### config.mk
export PLATFORM = sky130hd
export DESIGN_NAME = i2cmb_wb_sequencer
export DESIGN_NICKNAME = d
export VERILOG_FILES = /design/src/rtl/i2cmb_wb_sequencer.sv
export SDC_FILE = /design/constraint.sdc
export NUM_CORES = 1
export LEC_CHECK = 0
export ABC_CLOCK_PERIOD_IN_PS = 4700
export CORE_ASPECT_RATIO = 0.6
export CORE_MARGIN = 3
export CORE_UTILIZATION = 35
export CTS_CLUSTER_DIAMETER = 150
export DETAILED_ROUTE_END_ITERATION = 6
export PLACE_DENSITY = 0.69
export SYNTH_ARGS = -nofsm -noshare
export SYNTH_HDL_FRONTEND = slang
export SYNTH_SLANG_ARGS = --single-unit
### constraint.sdc
create_clock -name clk_i -period 4.7 [get_ports clk_i]
set_input_delay 0.94 -clock clk_i [delete_from_list [all_inputs] [get_ports clk_i]]
set_output_delay 0.94 -clock clk_i [all_outputs]
set_load 0.1 [all_outputs]
### src/rtl/i2cmb_wb_sequencer.sv
// Turns one I2C transfer request into the full I2CMB Wishbone register sequence.
// Optional macro I2CMB_SEQ_IRQ_EN: wait for irq_i instead of polling CMDR.
module i2cmb_wb_sequencer #(
  parameter int NUM_BUSSES = 16,
  parameter int MAX_LEN    = 255
) (
  input  logic       clk_i,
  input  logic       rst_i,
  input  logic       req_valid,
  output logic       req_ready,
  input  logic       req_rw,
  input  logic [3:0] req_bus,
  input  logic [6:0] req_addr,
  input  logic [7:0] req_len,
  input  logic       wr_valid,
  output logic       wr_ready,
  input  logic [7:0] wr_data,
  output logic       rd_valid,
  input  logic       rd_ready,
  output logic [7:0] rd_data,
  output logic       done,
  output logic [1:0] status,
  output logic       wb_cyc_o,
  output logic       wb_stb_o,
  output logic       wb_we_o,
  output logic [1:0] wb_adr_o,
  output logic [7:0] wb_dat_o,
  input  logic [7:0] wb_dat_i,
  input  logic       wb_ack_i,
  input  logic       irq_i
);

  localparam logic [1:0] ADR_CSR = 2'd0, ADR_DPR = 2'd1, ADR_CMDR = 2'd2;
  localparam logic [1:0] ST_OK = 2'd0, ST_NAK = 2'd1, ST_AL = 2'd2, ST_ERR = 2'd3;
`ifdef I2CMB_SEQ_IRQ_EN
  localparam logic [7:0] CSR_INIT = 8'hC0;
`else
  localparam logic [7:0] CSR_INIT = 8'h80;
`endif

  typedef enum logic [3:0] {
    INIT, IDLE, SETBUS, START, ADDR, WDATA, RDATA, STOP, WAIT, REPORT
  } state_t;

  state_t     state, state_n, ret_state, ret_n;
  logic [1:0] ph, ph_n, ret_ph, ret_ph_n;
  logic [1:0] fin, fin_n;
  logic       rw_q;
  logic [3:0] bus_q;
  logic [6:0] addr_q;
  logic [7:0] len_q, cnt, wbyte;
  logic       ack, accept, last, cnt_inc, rd_load, poll_en;
  logic       iss, iss_we;
  logic [1:0] iss_adr;
  logic [7:0] iss_dat;

  assign ack    = wb_cyc_o & wb_ack_i;
  assign accept = req_valid & req_ready & (state == IDLE);
  assign last   = (cnt == len_q - 8'd1);

`ifdef I2CMB_SEQ_IRQ_EN
  assign poll_en = irq_i;
`else
  logic unused_irq;
  assign unused_irq = irq_i;
  assign poll_en    = 1'b1;
`endif

  always_comb begin
    state_n  = state;
    ph_n     = ph;
    ret_n    = ret_state;
    ret_ph_n = ret_ph;
    fin_n    = fin;
    iss      = 1'b0;
    iss_we   = 1'b1;
    iss_adr  = ADR_CMDR;
    iss_dat  = 8'h00;
    cnt_inc  = 1'b0;
    rd_load  = 1'b0;
    case (state)
      INIT: begin
        iss     = 1'b1;
        iss_adr = ADR_CSR;
        iss_dat = CSR_INIT;
        if (ack) state_n = IDLE;
      end
      IDLE: begin
        if (accept) begin
          ph_n  = 2'd0;
          fin_n = ST_OK;
          // Bad requests finish without touching the bus.
          if (({1'b0, req_bus} >= 5'(NUM_BUSSES)) || ({1'b0, req_len} > 9'(MAX_LEN))) begin
            fin_n   = ST_ERR;
            state_n = REPORT;
          end else begin
            state_n = SETBUS;
          end
        end
      end
      SETBUS: begin
        iss     = 1'b1;
        iss_adr = (ph == 2'd0) ? ADR_DPR : ADR_CMDR;
        iss_dat = (ph == 2'd0) ? {4'h0, bus_q} : 8'h06;
        if (ack) begin
          if (ph == 2'd0) ph_n = 2'd1;
          else begin state_n = WAIT; ret_n = START; ret_ph_n = 2'd0; end
        end
      end
      START: begin
        iss     = 1'b1;
        iss_dat = 8'h04;
        if (ack) begin state_n = WAIT; ret_n = ADDR; ret_ph_n = 2'd0; end
      end
      ADDR: begin
        iss     = 1'b1;
        iss_adr = (ph == 2'd0) ? ADR_DPR : ADR_CMDR;
        iss_dat = (ph == 2'd0) ? {addr_q, rw_q} : 8'h01;
        if (ack) begin
          if (ph == 2'd0) ph_n = 2'd1;
          else begin
            state_n  = WAIT;
            ret_ph_n = 2'd0;
            ret_n    = (len_q == 8'd0) ? STOP : (rw_q ? RDATA : WDATA);
          end
        end
      end
      WDATA: begin
        // ph0 wait for a byte, ph1 ready pulse, ph2 DPR write, ph3 command
        case (ph)
          2'd0: if (wr_valid) ph_n = 2'd1;
          2'd1: ph_n = 2'd2;
          2'd2: begin
            iss     = 1'b1;
            iss_adr = ADR_DPR;
            iss_dat = wbyte;
            if (ack) ph_n = 2'd3;
          end
          default: begin
            iss     = 1'b1;
            iss_dat = 8'h01;
            if (ack) begin
              cnt_inc  = 1'b1;
              state_n  = WAIT;
              ret_n    = last ? STOP : WDATA;
              ret_ph_n = 2'd0;
            end
          end
        endcase
      end
      RDATA: begin
        case (ph)
          2'd0: begin
            iss     = 1'b1;
            iss_dat = last ? 8'h03 : 8'h02;
            if (ack) begin state_n = WAIT; ret_n = RDATA; ret_ph_n = 2'd1; end
          end
          2'd1: begin
            iss     = 1'b1;
            iss_we  = 1'b0;
            iss_adr = ADR_DPR;
            if (ack) begin rd_load = 1'b1; ph_n = 2'd2; end
          end
          default: begin
            if (rd_valid && rd_ready) begin
              cnt_inc = 1'b1;
              ph_n    = 2'd0;
              if (last) state_n = STOP;
            end
          end
        endcase
      end
      STOP: begin
        iss     = 1'b1;
        iss_dat = 8'h05;
        if (ack) begin state_n = WAIT; ret_n = REPORT; ret_ph_n = 2'd0; end
      end
      WAIT: begin
        iss    = poll_en;
        iss_we = 1'b0;
        if (ack) begin
          if (wb_dat_i[5]) begin
            fin_n   = ST_AL;
            state_n = REPORT;
          end else if (wb_dat_i[4]) begin
            fin_n   = ST_ERR;
            state_n = REPORT;
          end else if (wb_dat_i[6]) begin
            fin_n   = ST_NAK;
            state_n = (ret_state == REPORT) ? REPORT : STOP;
            ph_n    = 2'd0;
          end else if (wb_dat_i[7]) begin
            state_n = ret_state;
            ph_n    = ret_ph;
          end
        end
      end
      default: state_n = IDLE;
    endcase
  end

  always_ff @(posedge clk_i) begin
    if (rst_i) begin
      state     <= INIT;
      ph        <= 2'd0;
      ret_state <= IDLE;
      ret_ph    <= 2'd0;
      fin       <= ST_OK;
      req_ready <= 1'b0;
      wr_ready  <= 1'b0;
      rd_valid  <= 1'b0;
      rd_data   <= 8'h00;
      done      <= 1'b0;
      status    <= ST_OK;
    end else begin
      state     <= state_n;
      ph        <= ph_n;
      ret_state <= ret_n;
      ret_ph    <= ret_ph_n;
      fin       <= fin_n;
      req_ready <= (state_n == IDLE);
      wr_ready  <= (state == WDATA) && (ph == 2'd0) && wr_valid;
      done      <= (state == REPORT);
      if (state == REPORT) status <= fin;
      if (rd_load) begin
        rd_valid <= 1'b1;
        rd_data  <= wb_dat_i;
      end else if (rd_ready) begin
        rd_valid <= 1'b0;
      end
    end
  end

  // Wishbone master: load on issue, hold until ack, drop for one idle cycle.
  always_ff @(posedge clk_i) begin
    if (rst_i) begin
      wb_cyc_o <= 1'b0;
      wb_stb_o <= 1'b0;
      wb_we_o  <= 1'b0;
      wb_adr_o <= 2'd0;
      wb_dat_o <= 8'h00;
    end else if (wb_cyc_o) begin
      if (wb_ack_i) begin
        wb_cyc_o <= 1'b0;
        wb_stb_o <= 1'b0;
        wb_we_o  <= 1'b0;
        wb_adr_o <= 2'd0;
        wb_dat_o <= 8'h00;
      end
    end else if (iss) begin
      wb_cyc_o <= 1'b1;
      wb_stb_o <= 1'b1;
      wb_we_o  <= iss_we;
      wb_adr_o <= iss_adr;
      wb_dat_o <= iss_dat;
    end
  end

  always_ff @(posedge clk_i) begin
    if (accept) begin
      rw_q   <= req_rw;
      bus_q  <= req_bus;
      addr_q <= req_addr;
      len_q  <= req_len;
      cnt    <= 8'd0;
    end else if (cnt_inc) begin
      cnt <= cnt + 8'd1;
    end
    if (wr_ready && wr_valid) wbyte <= wr_data;
  end

endmodule

Word-level counts from Yosys, hierarchy flattened
Index checks and enable logic that the tools add are counted.

$add $sub $neg: 2. Equality and inequality tests: 40. Mux-type cells: 95. Bitwise logic cells: 3. Reduce and logical (&&, ||, !) cells: 23.

Operators by type and width (count): $mux W4 (25); $mux W2 (32); $pmux W8 S7 (1); $mux W8 (4); $ne A2 B2 Y1 const B (16); $pmux W4 S7 (1); $pmux W4 S6 (1); $mux W1 (20); $eq A4 B3 Y1 const B (4); $pmux W2 S4 (2); $pmux W8 S2 (1); $ne A3 B3 Y1 const B (5); $reduce_and A14 Y1 (1); $eq A4 B4 Y1 const B (3); $reduce_and A11 Y1 (1); $pmux W2 S5 (1); $add A8 B1 Y8 const B (1); $eq A4 B1 Y1 const B (2); $eq A4 B2 Y1 const B (2); $eq A8 B8 Y1 (1); $logic_not A8 Y1 (1); $pmux W2 S2 (2); $pmux W4 S2 (1); $sub A8 B1 Y8 const B (1); other kinds (22) (34).

Register bits after elaboration: 77. Output and inout port bits: 27.

Depth between registers and ports, before layout
Depth after elaboration: 8. Mapped depth: 10. Gate-level depth less buffers: 8.

Worst setup path after synthesis
OpenSTA, ideal clock, no wires.

Path kind: flip-flop to flip-flop. Start point: register req_ready. End point: register req_ready. Library setup time: 131 ps. Arrival: 2518 ps. Slack: 2051 ps. Stages on the path, launching flop included: 7. Path buffers: 0. Cells stage by stage: dfxtp_1 > nand2_1 > nor4_4 > a211oi_1 > o21a_1 > nand3_1 > nor3_2.

Word-level cells in the longest chain between the ends: 5.

Ends and longest elaborated chain: start: declaration (line 10) `output logic req_ready,`; start signal: assignment (line 221) `req_ready <= (state_n == IDLE);`; $and A1 B1 Y1 (2 in series) (line 58) `assign accept = req_valid & req_ready & (state == IDLE);`; net accept (line 52) `logic ack, accept, last, cnt_inc, rd_load, poll_en;`; $mux W4 (line 89) `if (accept) begin`; $pmux W4 S7 (line 81) `case (state)`; $eq A4 B1 Y1 (line 221).

The timed path passes the listed nets, and every way through them passes these cells. A chain may end at the register's enable or synchronous reset.

Worst setup path after layout
Start point: register wb_cyc_o. End point: output wb_cyc_o.

RTL lines: start: declaration (line 23) `output logic wb_cyc_o,`; start signal: assignment (line 237) `wb_cyc_o <= 1'b0;`; start signal: assignment (line 244) `wb_cyc_o <= 1'b0;`; start signal: assignment (line 251) `wb_cyc_o <= 1'b1;`.

No word-level cell between the ends.

==> summary.md <==
| Metric | Value |
|---|---|
| Run status | `finished, final reports clean` |
| CP Launch Type | `flop` |
| Starting DRT DRC Count | `337` |
| Cell Pwr Density | `362 nW/um^2` |
| Nets@finish | `510` |
| Vias | `3394` |
| Commonest non-fill, non-tap cell in the layout | `clkdlybuf4s50_1` |
| Critical path class | `flop to primary output` |
| Placement row count | `29` |
| Syn Nets | `453` |
| TNS Setup | `0 ns` |
| Met2 GRT Util | `0.232` |
| Largest family of logic cells by synthesized area | `simple AND/OR/NAND/NOR gates` |
| Num ports | `70` |
| Main flop type after synthesis | `dfxtp_1` |
| Sequential fraction of the synthesis area | `0.465` |
| CTS Hold Bufs | `0` |
| TritonCTS Sinks | `76` |
| Residual DRC count | `0` |
| Synth Area in Adders | `0.0226` |
| Wire length of the first global-routing pass | `16500 um` |
| Gpl congestion | `0.888` |
| Post-synthesis mux area share | `0.0387` |
| Synth Area in Simple Gates | `0.227` |
| Hold Crit Class | `flop to flop` |
| Mapped cell area | `3880 um^2` |
| Core ar. | `10700 um^2` |
| CP Data Required Time | `3.76 ns` |
| Met3 Track Usage GR | `0.0573` |
| Drt pass-1 iters | `5` |
| Fillers | `1004` |
| Dpl hpwl | `7090 um` |
| Family with the most delay on the worst path | `buffers and inverters` |
| Fin Hold WS | `0.462 ns` |
| Post-synthesis share of cell area spent on xor and xnor gates | `0.0429` |
| Clock Skew | `0.00565 ns` |
| CTS tree | `done` |
| Power Total | `1.80 mW` |
| Cell area after layout | `4970 um^2` |
| Worst path buffer plus inverter count | `1` |
| Shortest period the worst path allows | `2.84 ns` |
| Htree depth | `3` |
| Antenna violations before repair | `0` |
| GR Overflow Total | `0` |
| Vias per std cell | `5.63` |
| Max cap viols | `0` |
| GRT busiest layer | `met1` |
| Initial Utilization | `0.364` |
| Setup violations, final | `0` |
| Final antenna-violating net count | `0` |
| Post-CTS sizing | `0` |
| RSZ-0062 raised after global routing | `false` |
| Max Slew Vio Count | `0` |
| Worst-path cell chain | `clkdlybuf4s50_1` |
| Root Buffer | `clkbuf_16` |
| Die width | `142 um` |
| Post-synth EDFFs | `28` |
| Crit path largest cell delay | `1.16 ns` |
| Least-Margin Pin Slew | `1.09 ns` |
| Largest net degree at the start of global routing | `41` |
| Asr flop ratio synth | `0` |
| Period utilization | `0.604` |
| Synth Area in Compound Gates | `0.162` |
| TritonCTS buffer count | `9` |
| Max FO, Critical Path | `5` |
| DIE HEIGHT | `87.5 um` |
| Synthesis Warnings | `0` |
| WL final | `10200 um` |
| Max Clock Freq | `352 MHz` |
| ANT cells | `0` |
| Vias in the first global route | `3168` |
| Final cell count without fillers | `603` |
| Element type at the critical path end | `primary output` |
| Wire length per cell | `16.9 um` |
| Synthesis-to-layout area growth | `28.1%` |
| Clk_lat worst skew | `0.33 ns` |
| Clock transition at path regs | `0.06 ns` |
| Port Buffer Count | `68` |
| Most frequent cells in the layout | `clkdlybuf4s50_1 (68), nor2_1 (62), dfxtp_1 (48), edfxtp_1 (28), a21oi_1 (22)` |
| P_leak | `1.78 nW` |
| Yosys cell types | `66` |
| Fin. Hold Viols | `0` |
| Placed cell count | `588` |
| Slew margin rel. | `0.271` |
| Fraction of layout cells with a size suffix above 1 | `0.0690` |
| Dpl cell area | `4640 um^2` |
| WP data arrival | `1.90 ns` |
| Synth Register Bits | `76` |
| Peak VDD IR | `196 uV` |
| Gr usage total | `0.169` |
| Clock tree buffer depth | `2` |
| Die area | `12400 um^2` |
| Post-CTS Setup Bufs | `0` |
| Synthesized instance count | `403` |
| CP max stage cell | `clkdlybuf4s50_1` |
| Global Route met1 Usage | `0.244` |
| Synthesized area per cell | `9.62 um^2` |
synthesized netlist by cell type, types with 2 or more instances:
| cell | number | area, um^2 |
|---|---|---|
| a211oi_1 | 10 | 75.1 |
| a21oi_1 | 22 | 110 |
| a221oi_1 | 2 | 17.5 |
| a22oi_1 | 5 | 37.5 |
| a2bb2oi_1 | 2 | 17.5 |
| a31oi_1 | 13 | 81.3 |
| and2_1 | 4 | 25.0 |
| and3_1 | 2 | 12.5 |
| and4bb_1 | 2 | 25.0 |
| buf_2 | 14 | 70.1 |
| buf_4 | 3 | 22.5 |
| clkbuf_1 | 9 | 33.8 |
| dfxtp_1 | 48 | 961 |
| edfxtp_1 | 28 | 841 |
| ha_1 | 7 | 87.6 |
| inv_1 | 10 | 37.5 |
| mux2i_1 | 15 | 150 |
| nand2_1 | 19 | 71.3 |
| nand2b_1 | 8 | 50.1 |
| nand3_1 | 12 | 60.1 |
| nand3_2 | 2 | 20.0 |
| nand3b_1 | 3 | 22.5 |
| nand4_1 | 4 | 25.0 |
| nand4bb_1 | 2 | 22.5 |
| nor2_1 | 62 | 233 |
| nor2b_1 | 7 | 43.8 |
| nor3_1 | 10 | 50.1 |
| nor3_2 | 2 | 20.0 |
| nor4_1 | 2 | 12.5 |
| nor4_2 | 2 | 25.0 |
| o211ai_1 | 2 | 15.0 |
| o21a_1 | 3 | 22.5 |
| o21ai_0 | 10 | 50.1 |
| o21ai_1 | 3 | 15.0 |
| o21bai_1 | 2 | 15.0 |
| o22a_1 | 2 | 17.5 |
| o22ai_1 | 2 | 12.5 |
| or3_1 | 3 | 18.8 |
| xnor2_1 | 8 | 70.1 |
| xor2_1 | 11 | 96.3 |
routing by layer:
layer  share of wire  routed length, um  vias up
met5               0                  0        -
li1                -                  -     1595
met2            0.41               4160      188
met1            0.48               4900     1592
met4           0.015                151        0
met3           0.098                995       19
report_power, final:
group / switching [mW] / internal (mW) / total [mW] / leakage (nW)
logic: 0.205 / 0.102 / 0.307 / 0.982
clock network: 0.259 / 0.514 / 0.773 / 0.156
registers: 0.0171 / 0.699 / 0.716 / 0.640
cell families (layout without fill, tap and decap cells):
family,count (synthesis),count (layout)
AOI/OAI and AO/OA,92,92
adders and majority gates,7,7
DFF,76,76
xor gates and xnor gates,19,19
and+or+nand+nor,158,158
buffers and inverters,36,97
muxes,15,15
sequential cells by signal (all words and copies together), names as in the netlist, 4 cells and up:
register	count
len_q	8
bus_q	4
rd_data	8
state	4
wbyte	8
wb_dat_o	8
cnt	8
addr_q	7
ret_state	4
worst min-delay path: cells and delay by family (launching register included):
kind / cells / cell delay [ns]
AO/OA/AOI/OAI: 1 / 0.05
flip-flops: 1 / 0.31
buffers and inverters: 1 / 0.05
metrics by stage:
| step | utilization | worst slack (ns) |
|---|---|---|
| 2_1_floorplan | - | 2.05 |
| 6_report | 0.466 | 1.86 |
| 5_1_grt | 0.466 | 1.69 |
| 4_1_cts | 0.466 | 1.85 |
| 3_3_place_gp | 0.435 | 1.77 |
| 3_5_place_dp | 0.435 | 1.74 |
cell type report:
type                       count  area, um^2  area share
timing repair buffer          72         711       0.143
multi-input combinational    291        1910       0.385
clock inverter                 5         101      0.0204
sequential                    76        1800       0.363
tap                          139         174      0.0350
inverter                      10        37.5     0.00756
clock buffer                  10         229      0.0461
worst paths after layout:
path | cells after the start | from | end | slack [ns]
worst max-delay path | 1 | wb_cyc_o | wb_cyc_o | 1.86
worst min-delay path | 2 | wb_stb_o | wb_stb_o | 0.46
worst max register to register | 5 | state[1] | wb_dat_o[0] | 1.89
worst min register to register | 2 | wb_stb_o | wb_stb_o | 0.46
(Power assumes the default switching activity.)
